## config.mk

```make
export PLATFORM = sky130hd
export DESIGN_NAME = udp_tx_scheduler
export DESIGN_NICKNAME = d
export VERILOG_FILES = /design/src/rtl/udp_tx_scheduler.sv
export SDC_FILE = /design/constraint.sdc
export NUM_CORES = 1
export LEC_CHECK = 0
export CAP_MARGIN = 5
export CORE_ASPECT_RATIO = 0.7
export CORE_MARGIN = 5
export CORE_UTILIZATION = 45
export DETAILED_ROUTE_END_ITERATION = 10
export GPL_ROUTABILITY_DRIVEN = 0
export PLACE_DENSITY_LB_ADDON = 0.25
export SYNTH_ARGS = -nofsm -noshare
export SYNTH_HDL_FRONTEND = slang
export SYNTH_SLANG_ARGS = --single-unit
export TNS_END_PERCENT = 100
```

## constraint.sdc

```tcl
create_clock -name clk -period 9.25 [get_ports clk]
set_input_delay 2.3125 -clock clk [delete_from_list [all_inputs] [get_ports clk]]
set_output_delay 2.3125 -clock clk [all_outputs]
set_load 0.01 [all_outputs]
```

## src/rtl/udp_tx_scheduler.sv

```systemverilog
// Two-source round-robin front end for the shared UDP/IP transmit stack.
// Arbitrates per packet, passes the granted stream through, and enforces gap, length and stall rules.
module udp_tx_scheduler #(
  parameter int unsigned DATA_WIDTH     = 32,
  parameter logic [15:0] SRC_PORT       = 16'd12345,
  parameter logic [15:0] CH0_DST_PORT   = 16'd12346,
  parameter logic [15:0] CH1_DST_PORT   = 16'd12347,
  parameter int unsigned MAX_LEN        = 1472,
  parameter int unsigned IFG_CYCLES     = 12,
  parameter int unsigned TIMEOUT_CYCLES = 1024
) (
  input  logic                  clk,
  input  logic                  rst,
  input  logic [DATA_WIDTH-1:0] ch0_data,
  input  logic [15:0]           ch0_len,
  input  logic                  ch0_valid,
  input  logic                  ch0_last,
  output logic                  ch0_ready,
  input  logic [DATA_WIDTH-1:0] ch1_data,
  input  logic [15:0]           ch1_len,
  input  logic                  ch1_valid,
  input  logic                  ch1_last,
  output logic                  ch1_ready,
  output logic [DATA_WIDTH-1:0] app_data,
  output logic [15:0]           app_len,
  output logic                  app_valid,
  input  logic                  app_ready,
  output logic [15:0]           src_port,
  output logic [15:0]           dst_port,
  output logic                  grant_ch,
  output logic                  busy,
  output logic                  len_err,
  output logic                  timeout_err,
  output logic [15:0]           pkt_cnt0,
  output logic [15:0]           pkt_cnt1
);

  localparam int unsigned   TW          = $clog2(TIMEOUT_CYCLES + 1);
  localparam int unsigned   GW          = $clog2(IFG_CYCLES + 1);
  localparam logic [TW-1:0] STALL_LIMIT = TW'(TIMEOUT_CYCLES - 1);
  localparam logic [GW-1:0] GAP_LIMIT   = GW'(IFG_CYCLES - 1);
  localparam logic [15:0]   MAX_LEN16   = 16'(MAX_LEN);

  typedef enum logic [1:0] {IDLE, GRANT, STREAM, GAP} state_t;

  state_t          state_q, state_d;
  logic            grant_q, grant_d;
  logic            rr_q, rr_d;
  logic [15:0]     len_q, len_d;
  logic [15:0]     dst_q, dst_d;
  logic [15:0]     wcnt_q, wcnt_d;
  logic [TW-1:0]   stall_q, stall_d;
  logic [GW-1:0]   gap_q, gap_d;
  logic            len_err_q, len_err_d;
  logic            tmo_q, tmo_d;
  logic [15:0]     cnt0_q, cnt0_d;
  logic [15:0]     cnt1_q, cnt1_d;

  logic [DATA_WIDTH-1:0] data_g;
  logic [15:0]           len_g;
  logic                  valid_g, last_g, rdy_g, win, beat;

  assign data_g  = grant_q ? ch1_data  : ch0_data;
  assign len_g   = grant_q ? ch1_len   : ch0_len;
  assign valid_g = grant_q ? ch1_valid : ch0_valid;
  assign last_g  = grant_q ? ch1_last  : ch0_last;
  assign beat    = (state_q == STREAM) && valid_g && app_ready;

  always_comb begin
    state_d   = state_q;
    grant_d   = grant_q;
    rr_d      = rr_q;
    len_d     = len_q;
    dst_d     = dst_q;
    wcnt_d    = wcnt_q;
    stall_d   = stall_q;
    gap_d     = gap_q;
    len_err_d = 1'b0;
    tmo_d     = 1'b0;
    cnt0_d    = cnt0_q;
    cnt1_d    = cnt1_q;
    rdy_g     = 1'b0;
    win       = 1'b0;
    app_valid = 1'b0;
    app_data  = '0;
    case (state_q)
      IDLE: begin
        // rr_q names the channel that wins a tie; it flips to the loser on every grant
        if (ch0_valid || ch1_valid) begin
          win     = (ch0_valid && ch1_valid) ? rr_q : ch1_valid;
          grant_d = win;
          rr_d    = ~win;
          state_d = GRANT;
        end
      end
      GRANT: begin
        len_d   = len_g;
        dst_d   = grant_q ? CH1_DST_PORT : CH0_DST_PORT;
        wcnt_d  = (len_g + 16'd3) >> 2;
        stall_d = '0;
        gap_d   = '0;
        if (len_g == 16'd0 || len_g > MAX_LEN16) begin
          rdy_g     = 1'b1;
          len_err_d = 1'b1;
          state_d   = GAP;
        end else begin
          state_d = STREAM;
        end
      end
      STREAM: begin
        app_data  = data_g;
        app_valid = valid_g;
        rdy_g     = app_ready;
        if (beat) begin
          wcnt_d  = wcnt_q - 16'd1;
          stall_d = '0;
          // the packet closes on whichever of last / count-exhausted comes first
          if (last_g || wcnt_q == 16'd1) begin
            len_err_d = last_g != (wcnt_q == 16'd1);
            if (grant_q) cnt1_d = cnt1_q + 16'd1;
            else         cnt0_d = cnt0_q + 16'd1;
            state_d = GAP;
          end
        end else if (stall_q == STALL_LIMIT) begin
          tmo_d   = 1'b1;
          state_d = GAP;
        end else begin
          stall_d = stall_q + 1'b1;
        end
      end
      GAP: begin
        if (gap_q == GAP_LIMIT) state_d = IDLE;
        else                    gap_d   = gap_q + 1'b1;
      end
      default: state_d = IDLE;
    endcase
  end

  always_ff @(posedge clk) begin
    if (rst) begin
      state_q   <= IDLE;
      grant_q   <= 1'b0;
      rr_q      <= 1'b0;
      len_q     <= '0;
      dst_q     <= '0;
      wcnt_q    <= '0;
      stall_q   <= '0;
      gap_q     <= '0;
      len_err_q <= 1'b0;
      tmo_q     <= 1'b0;
      cnt0_q    <= '0;
      cnt1_q    <= '0;
    end else begin
      state_q   <= state_d;
      grant_q   <= grant_d;
      rr_q      <= rr_d;
      len_q     <= len_d;
      dst_q     <= dst_d;
      wcnt_q    <= wcnt_d;
      stall_q   <= stall_d;
      gap_q     <= gap_d;
      len_err_q <= len_err_d;
      tmo_q     <= tmo_d;
      cnt0_q    <= cnt0_d;
      cnt1_q    <= cnt1_d;
    end
  end

  assign ch0_ready   = rdy_g & ~grant_q;
  assign ch1_ready   = rdy_g &  grant_q;
  assign app_len     = len_q;
  assign dst_port    = dst_q;
  assign src_port    = SRC_PORT;
  assign grant_ch    = grant_q;
  assign busy        = (state_q != IDLE);
  assign len_err     = len_err_q;
  assign timeout_err = tmo_q;
  assign pkt_cnt0    = cnt0_q;
  assign pkt_cnt1    = cnt1_q;

endmodule

```

---- Word level (Yosys, flattened, before mapping) ----
Cells that the tools add are included.
word-level totals
  register bits ........................... 101
  input port bits ......................... 103
  word-level logic and storage cells ...... 85
  output and inout bits ................... 119
cells by class
  add/subtract/negate cells ............... 6
  magnitude comparators ................... 1
  multiplexer cells ....................... 28
  bitwise gates (word level) .............. 5
  reduce and logical (&&, ||, !) cells .... 19
  equality and inequality tests ........... 14
operators by type and width
  operator                                                number
  2-to-1 mux 32 bit                                       2
  adder 16 x 1 -> 16 bit (second input constant)          2
  2-to-1 mux 16 bit                                       2
  one-hot mux 16 bit (2 select lines)                     1
  2-to-1 mux 11 bit                                       2
  one-hot mux 11 bit (2 select lines)                     1
  adder 16 x 2 -> 16 bit (second input constant)          1
  equality test 16 x 1 -> 1 bit (second input constant)   1
  > comparator 16 x 11 -> 1 bit (second input constant)   1
  logical NOT 16 bit                                      1
  subtractor 16 x 1 -> 16 bit (second input constant)     1
  AND reduction 4 bit                                     3
  adder 11 x 1 -> 11 bit (second input constant)          1
  equality test 11 x 10 -> 1 bit (second input constant)  1
  2-to-1 mux 1 bit                                        10
  2-to-1 mux 2 bit                                        5
  != test 2 bit (second input constant)                   4
  one-hot mux 2 bit (4 select lines)                      1
  one-hot mux 4 bit (2 select lines)                      1
  AND reduction 2 bit                                     4
  != test 3 x 2 -> 1 bit (second input constant)          2
  nonzero test 2 bit                                      3
  adder 4 x 1 -> 4 bit (second input constant)            1
  equality test 2 bit (second input constant)             2
  12 further kinds                                        20

---- Depth between registers and ports, before layout ----
Gate-level depths: netlist (run 1).
  depth in word-level cells ............... 6
  mapped depth ............................ 14
  gate-level depth less buffers ........... 11

---- Worst setup path after synthesis (run 1) ----
Ideal clock, no wire load.
  path kind ............................... input -> output
  start point ............................. input port ch1_len[2]
  end point ............................... output port ch1_ready
  slack ................................... 3.315 ns
  data arrival time ....................... 3.623 ns
  cell stages on the path ................. 6
  path buffers ............................ 0
  data required time ...................... 6.938 ns
  cells stage by stage .................... nor3_1 > a21oi_2 > or3_1 > o311ai_2 > a31oi_1 > nor2b_1
on the way
  cells in the longest elaborated chain, start to end .. 6
  elaborated cells between the ends (all ways) .. 7
  those cells by class .................... order compare: 1; mux: 3; bitwise: 1; reduce/logical: 2
RTL lines
  element                                                                     RTL line  text
  from (decl)                                                                 20        input logic [15:0] ch1_len,
  2-to-1 mux 16 bit (*)                                                       64        assign len_g = grant_q ? ch1_len : ch0_len;
  > comparator 16 x 11 -> 1 bit / logical NOT 16 bit (equally long branches)  102       if (len_g == 16'd0 || len_g > MAX_LEN16) begin
  logical OR 1 bit (*)                                                        102
  2-to-1 mux 1 bit (*)                                                        102
  one-hot mux 1 bit (2 select lines) (*)                                      86        case (state_q)
  bitwise AND 1 bit (*)                                                       170       assign ch1_ready = rdy_g & grant_q;
  to (decl)                                                                   23        output logic ch1_ready,
Every way passes the cells marked *; elsewhere a longest branch is shown, timed or not.

---- Final worst setup path (run 1) ----
  start point ............................. input port ch0_len[2]
  end point ............................... output port ch0_ready
on the way
  cells in the longest elaborated chain, start to end .. 6
  elaborated cells between the ends (all ways) .. 7
  those cells by class .................... order compare: 1; mux: 3; bitwise: 1; reduce/logical: 2
RTL lines
  element                                                                     RTL line  text
  from (decl)                                                                 15        input logic [15:0] ch0_len,
  2-to-1 mux 16 bit (*)                                                       64
  > comparator 16 x 11 -> 1 bit / logical NOT 16 bit (equally long branches)  102
  logical OR 1 bit (*)                                                        102
  2-to-1 mux 1 bit (*)                                                        102
  one-hot mux 1 bit (2 select lines) (*)                                      86
  bitwise AND 1 bit (*)                                                       169       assign ch0_ready = rdy_g & ~grant_q;
  to (decl)                                                                   18        output logic ch0_ready,
Marks and branches as above.

==> results of run 1 <==
[how the worst max path moves through the flow]
| stage | slack [ps] | endpoint | cells past startpoint | start |
|---|---|---|---|---|
| floorplan | 3310 | ch1_ready | 6 | ch1_len[2] |
| global placement | 2150 | ch0_ready | 8 | ch0_len[2] |
| detailed placement | 2050 | ch0_ready | 8 | ch0_len[2] |
| CTS | 2030 | ch0_ready | 8 | ch0_len[2] |
| global route | 1930 | ch0_ready | 8 | ch0_len[2] |
| finish | 2050 | ch0_ready | 8 | ch0_len[2] |
[per-stage QoR]
stage | hold slack (ps) | setup slack (ps)
global placement | 451 | 2150
CTS | 481 | 2030
floorplan | 439 | 3310
global route | 499 | 1930
detailed placement | 474 | 2050
finish | 478 | 2050
[final cells by class]
class | instances | area share (%)
Multi-Input combinational cell | 511 | 42.8
Timing Repair Buffer | 200 | 26.4
Sequential cell | 87 | 23.2
Clock buffer | 13 | 3.45
Tap cell | 157 | 2.61
Clock inverter | 3 | 0.863
Inverter | 15 | 0.747
[layer usage]
layer	global-route usage, %	routed length, um	vias up
li1	-	-	2607
met2	39.3	7850	208
met3	6.31	1150	23
met5	0	0	-
met1	24.3	6300	2473
met4	6.03	253	0
[worst min-delay path, cell delays in order, from the launching register on]
cell      delay, ps
dfxtp_1         320
inv_1            70
a211oi_1         50
[registers in the layout (all words and copies together), names as in the netlist]
register,cells
app_len,16
dst_port,2
gap_q,4
grant_ch,1
len_err,1
pkt_cnt0,16
pkt_cnt1,16
rr_q,1
stall_q,11
state_q,2
timeout_err,1
wcnt_q,16
[synth_stat cells (3+ instances only)]
cell	count	share of area (%)
nand2_1	35	2.5
xnor2_1	20	3.3
a211oi_1	20	2.8
and2_1	3	0.35
ha_1	11	2.6
dfxtp_1	87	33
nand4b_1	4	0.66
mux2_2	3	0.64
a21oi_1	22	2.1
o21ai_0	20	1.9
nand2b_1	5	0.59
buf_2	7	0.66
o32ai_1	4	0.66
nand3_1	21	2.0
nand3b_1	5	0.71
mux2i_1	51	9.6
inv_1	15	1.1
buf_4	33	4.7
buf_1	3	0.21
and3b_1	3	0.49
nand4_1	14	1.6
o211a_1	3	0.56
and3_1	8	0.94
and4_1	4	0.66
nor2b_1	5	0.59
nor3_1	19	1.8
xor2_1	24	4.0
a32oi_1	3	0.49
nor2_1	124	8.8
or3_1	7	0.82
nor4_1	4	0.47
o22ai_1	3	0.35
clkbuf_1	19	1.3
a31oi_1	4	0.47
a21o_1	3	0.42
[power groups by stage]
stage                     sequential (mW)  combinational, mW  clock (mW)
final                               0.499              0.723       0.395
after floorplan                     0.504              0.448           0
after global placement              0.500              0.703           0
after detailed placement            0.505              0.716           0
after global routing                0.507              0.788       0.419
after CTS                           0.497              0.721       0.402
[kinds of logic after synthesis]
| family | synth area share [%] |
|---|---|
| buf+inv | 8.14 |
| fa+ha+maj | 2.59 |
| simple gates | 24.3 |
| flops | 32.8 |
| xor+xnor | 7.25 |
| other cells | 0.141 |
| compound gates | 14.1 |
| mux | 10.8 |
==> flow_metrics.tcl, run 1 <==
set metrics [dict create \
    dp.cells 970 \
    fin_nets 938 \
    place_area_um2 7210 \
    dieWidth_um 140 \
    drt_iter0_drc 322 \
    ir_drop_mv 0.125 \
    final_max_slew_viol_count 0 \
    vias 5311 \
    place_hpwl_um 11900 \
    drive_gt1_share_pct 3.98 \
    wl_per_cell_um 15.8 \
    worst_ep_required_time_ps 6940 \
    swShare_pct 36.9 \
    regArea_um2 1750 \
    cap_violations 0 \
    reg2reg_from "grant_ch" \
    clock_path_buffers 2 \
    synth-edff-count 0 \
    clkLatencyLatePin_ps 340 \
    switchingPower_mw 0.597 \
    ys_seq_elements 87 \
    wirelength_um 15600 \
    die-area_um2 14100 \
    cp_top_family "buffers and inverters" \
    grt_usage_pct 21.4 \
    cp-start-kind "primary input" \
    cts_resized 0 \
    syn_area_per_cell_um2 8.14 \
    clkPwrFrac_pct 24.5 \
    design_area_um2 7540 \
    cts_hold_buffers 0 \
    syn2layout_area_growth_pct 41.8 \
    first_global_vias 5211 \
    stdcell_count 986 \
    leakage_nw 2.69 \
    internal_power_mw 1.02 \
    tightest_slew_ps 886 \
    setup_viol 0 \
    clk_pin_slew_ps 60 \
    timing.fmax_ghz 0.139 \
    cts_setup_buffers 0 \
    worstReg2RegEnd "pkt_cnt1[15]" \
    die_y_um 101 \
    fin_crit_sh_pct 77.8 \
    grt_overflow 0 \
    finClkSkew_ps 6.72 \
    cts_sinks 87 \
    r2r_cells 9 \
    yosys_warnings 0 \
    min_path_type "reg -> reg" \
    tns_ps 0 \
    worstHoldEndpoint "stall_q[10]" \
    final_antenna_net_count 0 \
    initial_core_util_pct 45.7 \
    rsz0062_at_grt "no" \
    crit_type "in -> out" \
    cts_buffers 9 \
    p_seq_share_pct 30.9 \
    seq_area_frac_synth_pct 32.8 \
    portBuffers 196 \
    worst-path-buf-inv 2 \
    drc 0 \
    synth.distinct_cells 67 \
    final_cell_mix "clkdlybuf4s50_1 (195), nor2_1 (124), dfxtp_1 (86)" \
    n_antenna_cell 0 \
    p_comb_share_pct 44.7 \
    regToRegSetupSlack_ps 6010 \
    async_reset_ff_share_pct 0 \
    grt_pass1_wl_um 24800 \
    crit_chain "clkdlybuf4s50_1 -> nor4_4 -> a21oi_2 -> or3_1 -> o311ai_2 -> a31oi_1 -> nor2_1 -> clkdlybuf4s50_1" \
    path_max_fanout 3 \
    final_common_cell "clkdlybuf4s50_1" \
    power_mw 1.62 \
    cts_tree "done" \
    first_pass_iters 5 \
    syn_area_um2 5320 \
    fill_cells 986 \
    post-route-min-period_ps 7200 \
    fin_util_pct 64.7 \
    hold_path_depth 2 \
    core.rowCount 33 \
    cp-end-kind "output pin" \
    root_buffer "clkbuf_16" \
    cp_slowest_cell "clkdlybuf4s50_1" \
    fp.coreArea_um2 11600 \
    status "completed" \
    cpMostUsedCell "clkdlybuf4s50_1" \
    relSlewSlack_pct 40.9 \
    grt_max_degree 83 \
    multi_input_area_um2 3230 \
    synthCells 653 \
    hold_viol 0 \
    min_from "stall_q[10]" \
    cts.htree.levels 3 \
    num_io_pins 222 \
    antenna_found_initial 0 \
    cp.arrival_ps 4880 \
    cpPeakStageDelay_ps 610 \
    power.density_nw_per_um2 214 \
    synthFlopType "dfxtp_1" \
    via_per_inst 5.39 \
]
No activity file was read; power rests on OpenSTA's default activity.
==> run 2: changes to the inputs <==
- CORE_UTILIZATION: 45 -> 39
- clock period: 9.25 -> 6.2 ns (I/O delays scaled with it)
==> flow_metrics.tcl, run 2 (synthesis results as in run 1) <==
set metrics [dict create \
    power.density_nw_per_um2 315 \
    worstHoldEndpoint "stall_q[10]" \
    r2r_cells 11 \
    leakage_nw 2.69 \
    stdcell_count 1014 \
    status "completed" \
    final_cell_mix "clkdlybuf4s50_1 (195), nor2_1 (124), dfxtp_1 (86)" \
    grt_max_degree 47 \
    portBuffers 196 \
    n_antenna_cell 0 \
    worst_ep_required_time_ps 4650 \
    fin_crit_sh_pct 91.5 \
    finClkSkew_ps 9.07 \
    first_global_vias 5117 \
    cts_setup_buffers 0 \
    cp_slowest_cell "clkdlybuf4s50_1" \
    die-area_um2 16100 \
    final_antenna_net_count 0 \
    switchingPower_mw 0.890 \
    first_pass_iters 7 \
    setup_viol 0 \
    cts_buffers 9 \
    final_max_slew_viol_count 0 \
    timing.fmax_ghz 0.176 \
    initial_core_util_pct 40.1 \
    die_y_um 108 \
    dp.cells 998 \
    timing.hold.ws_ps 469 \
    swShare_pct 37.4 \
    final_common_cell "clkdlybuf4s50_1" \
    fin_nets 938 \
    grt_pass1_wl_um 25000 \
    grt_overflow 0 \
    ir_drop_mv 0.195 \
    tightest_slew_ps 772 \
    place_hpwl_um 12100 \
    cp.arrival_ps 4130 \
    regToRegSetupSlack_ps 3030 \
    cts_hold_buffers 0 \
    syn2layout_area_growth_pct 42.3 \
    cts_tree "done" \
    vias 5234 \
    fp.coreArea_um2 13300 \
    drt_iter0_drc 324 \
    antenna_found_initial 0 \
    cts_resized 0 \
    crit_chain "clkdlybuf4s50_1 -> nor3_1 -> a21oi_2 -> or3_1 -> o311ai_2 -> a31oi_1 -> nor2b_1 -> clkdlybuf4s50_1" \
    internal_power_mw 1.49 \
    clk_pin_slew_ps 50 \
    drc 0 \
    hold_path_depth 2 \
    path_max_fanout 3 \
    num_io_pins 222 \
    post-route-min-period_ps 5680 \
    p_seq_share_pct 31.8 \
    rsz0062_at_grt "no" \
    wirelength_um 15500 \
    crit_type "in -> out" \
    cp-start-kind "primary input" \
    wl_per_cell_um 15.3 \
    power_mw 2.38 \
    p_comb_share_pct 44.6 \
    worstReg2RegEnd "pkt_cnt1[15]" \
    grt_usage_pct 18.9 \
    cap_violations 0 \
    clock_path_buffers 2 \
    core.rowCount 35 \
    cp-end-kind "output pin" \
    cpPeakStageDelay_ps 560 \
    cpMostUsedCell "clkdlybuf4s50_1" \
    hold_viol 0 \
    tns_ps 0 \
    root_buffer "clkbuf_16" \
    reg2reg_from "wcnt_q[7]" \
    cts.htree.levels 3 \
    min_from "stall_q[10]" \
    drive_gt1_share_pct 4.22 \
    clkPwrFrac_pct 23.6 \
    clkLatencyLatePin_ps 330 \
    min_path_type "reg -> reg" \
    cts_sinks 87 \
    dieWidth_um 150 \
    relSlewSlack_pct 48.0 \
    via_per_inst 5.16 \
]
## run 2: cell types whose count changed in the layout (fill, tap and decap cells not counted)
cell / change
clkbuf_8: +1
clkinv_4: +2
clkbuf_1: -2
bufinv_16: -1
## run 2: routing by layer
layer  wire length (um)  GRT usage (%)
met5                  0              0
met4                376           6.21
met3               1130           5.39
met2               7750           32.8
met1               6300           22.5
## run 2: area by class of cell
cell class / instances / area [um^2]
fill: 1172 / 5700
multi-input combinational: 511 / 3230
clock inverter: 4 / 52.6
tap: 185 / 231
inverter: 15 / 56.3
timing repair buffer: 200 / 1990
clock buffer: 12 / 267
sequential: 87 / 1750
## run 2: critical path: cells and delay by family
kind	cells	cell delay, ps
compound gates	3	730
simple gates	3	840
buf+inv	2	1020
## run 2: worst max-delay path by stage
| stage | from | end | slack (ps) | cells past startpoint |
|---|---|---|---|---|
| finish | ch1_len[0] | ch1_ready | 520 | 8 |
| global route | ch1_len[0] | ch0_ready | 410 | 8 |
| CTS | ch1_len[0] | ch1_ready | 510 | 8 |
| detailed placement | ch1_len[0] | ch1_ready | 530 | 8 |
| global placement | ch0_len[2] | ch1_ready | 600 | 8 |
| floorplan | ch1_len[2] | ch1_ready | 1790 | 6 |
## run 2: through the flow
stage	instance area, um^2	utilization, %	setup WS, ps
after floorplan	5400	-	1790
final	7570	57.0	524
after detailed placement	7250	54.6	534
after CTS	7570	57.0	510
after global routing	7570	57.0	405
after global placement	7250	54.6	604
## run 2: power groups by stage
stage / clock, mW / combinational [mW] / sequential, mW
2_1_floorplan: 0 / 0.669 / 0.751
3_3_place_gp: 0 / 1.04 / 0.759
3_5_place_dp: 0 / 1.06 / 0.766
4_1_cts: 0.578 / 1.07 / 0.756
5_1_grt: 0.602 / 1.17 / 0.772
6_report: 0.562 / 1.06 / 0.757
==> run 3: changes to the inputs <==
--- a/config.mk
+++ b/config.mk
@@ -6,5 +6,5 @@
 export NUM_CORES = 1
 export LEC_CHECK = 0
-export CAP_MARGIN = 5
+export CAP_MARGIN = 40
 export CORE_ASPECT_RATIO = 0.7
 export CORE_MARGIN = 5
==> constraint.sdc (replaced) <==
create_clock -name clk -period 6.2 [get_ports clk]
set_input_delay 1.24 -clock clk [delete_from_list [all_inputs] [get_ports clk]]
set_output_delay 1.24 -clock clk [all_outputs]
set_load 0.01 [all_outputs]
==> flow_metrics.tcl, run 3 (synthesis results as in run 1) <==
set metrics [dict create \
    status "completed" \
    tns_ps 0 \
    vias 5239 \
    setup_viol 0 \
    leakage_nw 2.68 \
    cpMostUsedCell "clkdlybuf4s50_1" \
    timing.hold.ws_ps 473 \
    final_max_slew_viol_count 0 \
    min_from "stall_q[10]" \
    wirelength_um 15700 \
    hold_path_depth 2 \
    min_path_type "reg -> reg" \
    fin_nets 938 \
    fp.coreArea_um2 13300 \
    cp-start-kind "primary input" \
    timing.fmax_ghz 0.198 \
    worst_ep_required_time_ps 4960 \
    grt_pass1_wl_um 24800 \
    drive_gt1_share_pct 3.98 \
    clkLatencyLatePin_ps 340 \
    first_global_vias 5067 \
    cp-end-kind "output pin" \
    drt_iter0_drc 339 \
    cts_hold_buffers 0 \
    first_pass_iters 5 \
    clk_pin_slew_ps 60 \
    final_common_cell "clkdlybuf4s50_1" \
    multi_input_area_um2 3230 \
    cts_sinks 87 \
    final_antenna_net_count 0 \
    ir_drop_mv 0.142 \
    rsz0062_at_grt "no" \
    fill_cells 1167 \
    design_area_um2 7550 \
    relSlewSlack_pct 43.3 \
    portBuffers 196 \
    tightest_slew_ps 851 \
    cpPeakStageDelay_ps 550 \
    worstReg2RegEnd "pkt_cnt1[15]" \
    place_hpwl_um 12200 \
    via_per_inst 5.17 \
    root_buffer "clkbuf_16" \
    dieWidth_um 150 \
    crit_type "in -> out" \
    worstHoldEndpoint "stall_q[10]" \
    place_area_um2 7250 \
    reg2reg_from "wcnt_q[7]" \
    grt_usage_pct 18.9 \
    core.rowCount 35 \
    power_mw 2.37 \
    grt_overflow 0 \
    cts.htree.levels 3 \
    cts_resized 0 \
    cap_violations 0 \
    cp_top_family "buffers and inverters" \
    regToRegSetupSlack_ps 3010 \
    clock_path_buffers 2 \
    worst-path-buf-inv 2 \
    grt_max_degree 48 \
    n_antenna_cell 0 \
    final_cell_mix "clkdlybuf4s50_1 (195), nor2_1 (124), dfxtp_1 (86)" \
    wl_per_cell_um 15.5 \
    die-area_um2 16100 \
    cp_slowest_cell "clkdlybuf4s50_1" \
    die_y_um 108 \
    regArea_um2 1750 \
    cp.arrival_ps 3810 \
    fin_util_pct 56.9 \
    hold_viol 0 \
    crit_chain "clkdlybuf4s50_1 -> nor4_4 -> a21oi_2 -> or3_1 -> o311ai_2 -> a31oi_1 -> nor2b_1 -> clkdlybuf4s50_1" \
    cts_setup_buffers 0 \
    initial_core_util_pct 40.1 \
    syn2layout_area_growth_pct 42.0 \
    antenna_found_initial 0 \
    r2r_cells 11 \
    path_max_fanout 3 \
    post-route-min-period_ps 5050 \
    cts_tree "done" \
    power.density_nw_per_um2 314 \
    finClkSkew_ps 7.99 \
    fin_crit_sh_pct 81.4 \
    cts_buffers 9 \
    drc 0 \
    num_io_pins 222 \
]
## run 3: cell type report
cell class | count | area share [%]
clock inverters | 3 | 0.563
flip-flops and latches | 87 | 23.1
repair buffers | 200 | 26.3
clock buffers | 13 | 3.45
inverters | 15 | 0.746
well taps | 185 | 3.07
multi-input cells | 511 | 42.8
## run 3: worst reg2reg max path, delay by kind of cell, from the launching register on
family | cells | cell delay [ps]
fa+ha+maj | 1 | 230
xor+xnor | 1 | 170
simple gates | 9 | 2300
flops | 1 | 370
## run 3: layer usage
layer / vias up / wire length [um] / GRT usage [%]
li1: 2611 / - / -
met1: 2411 / 6460 / 22.3
met2: 190 / 7770 / 33.1
met3: 27 / 1140 / 5.26
met4: 0 / 327 / 6.14
met5: - / 0 / 0
## run 3: per-stage QoR
stage | setup WS (ps) | std cells
after global routing | 1030 | 1014
final | 1150 | 1014
after detailed placement | 1190 | 998
after CTS | 1170 | 1014
after global placement | 1210 | 998
after floorplan | 2410 | 676
## run 3: power breakdown
group	switching (mW)	internal, mW	leakage (nW)
logic	0.575	0.492	1.82
registers	0.101	0.654	0.708
clock network	0.215	0.334	0.146
## run 3: how the worst max path moves through the flow
stage               depth (start not counted)   endpoint  slack, ps        from
floorplan                                   6  ch1_ready       2410  ch1_len[2]
global placement                            8  ch1_ready       1210  ch0_len[2]
detailed placement                          8  ch1_ready       1190  ch0_len[2]
CTS                                         8  ch1_ready       1170  ch0_len[2]
global route                                8  ch0_ready       1030  ch0_len[2]
finish                                      8  ch1_ready       1150  ch0_len[2]
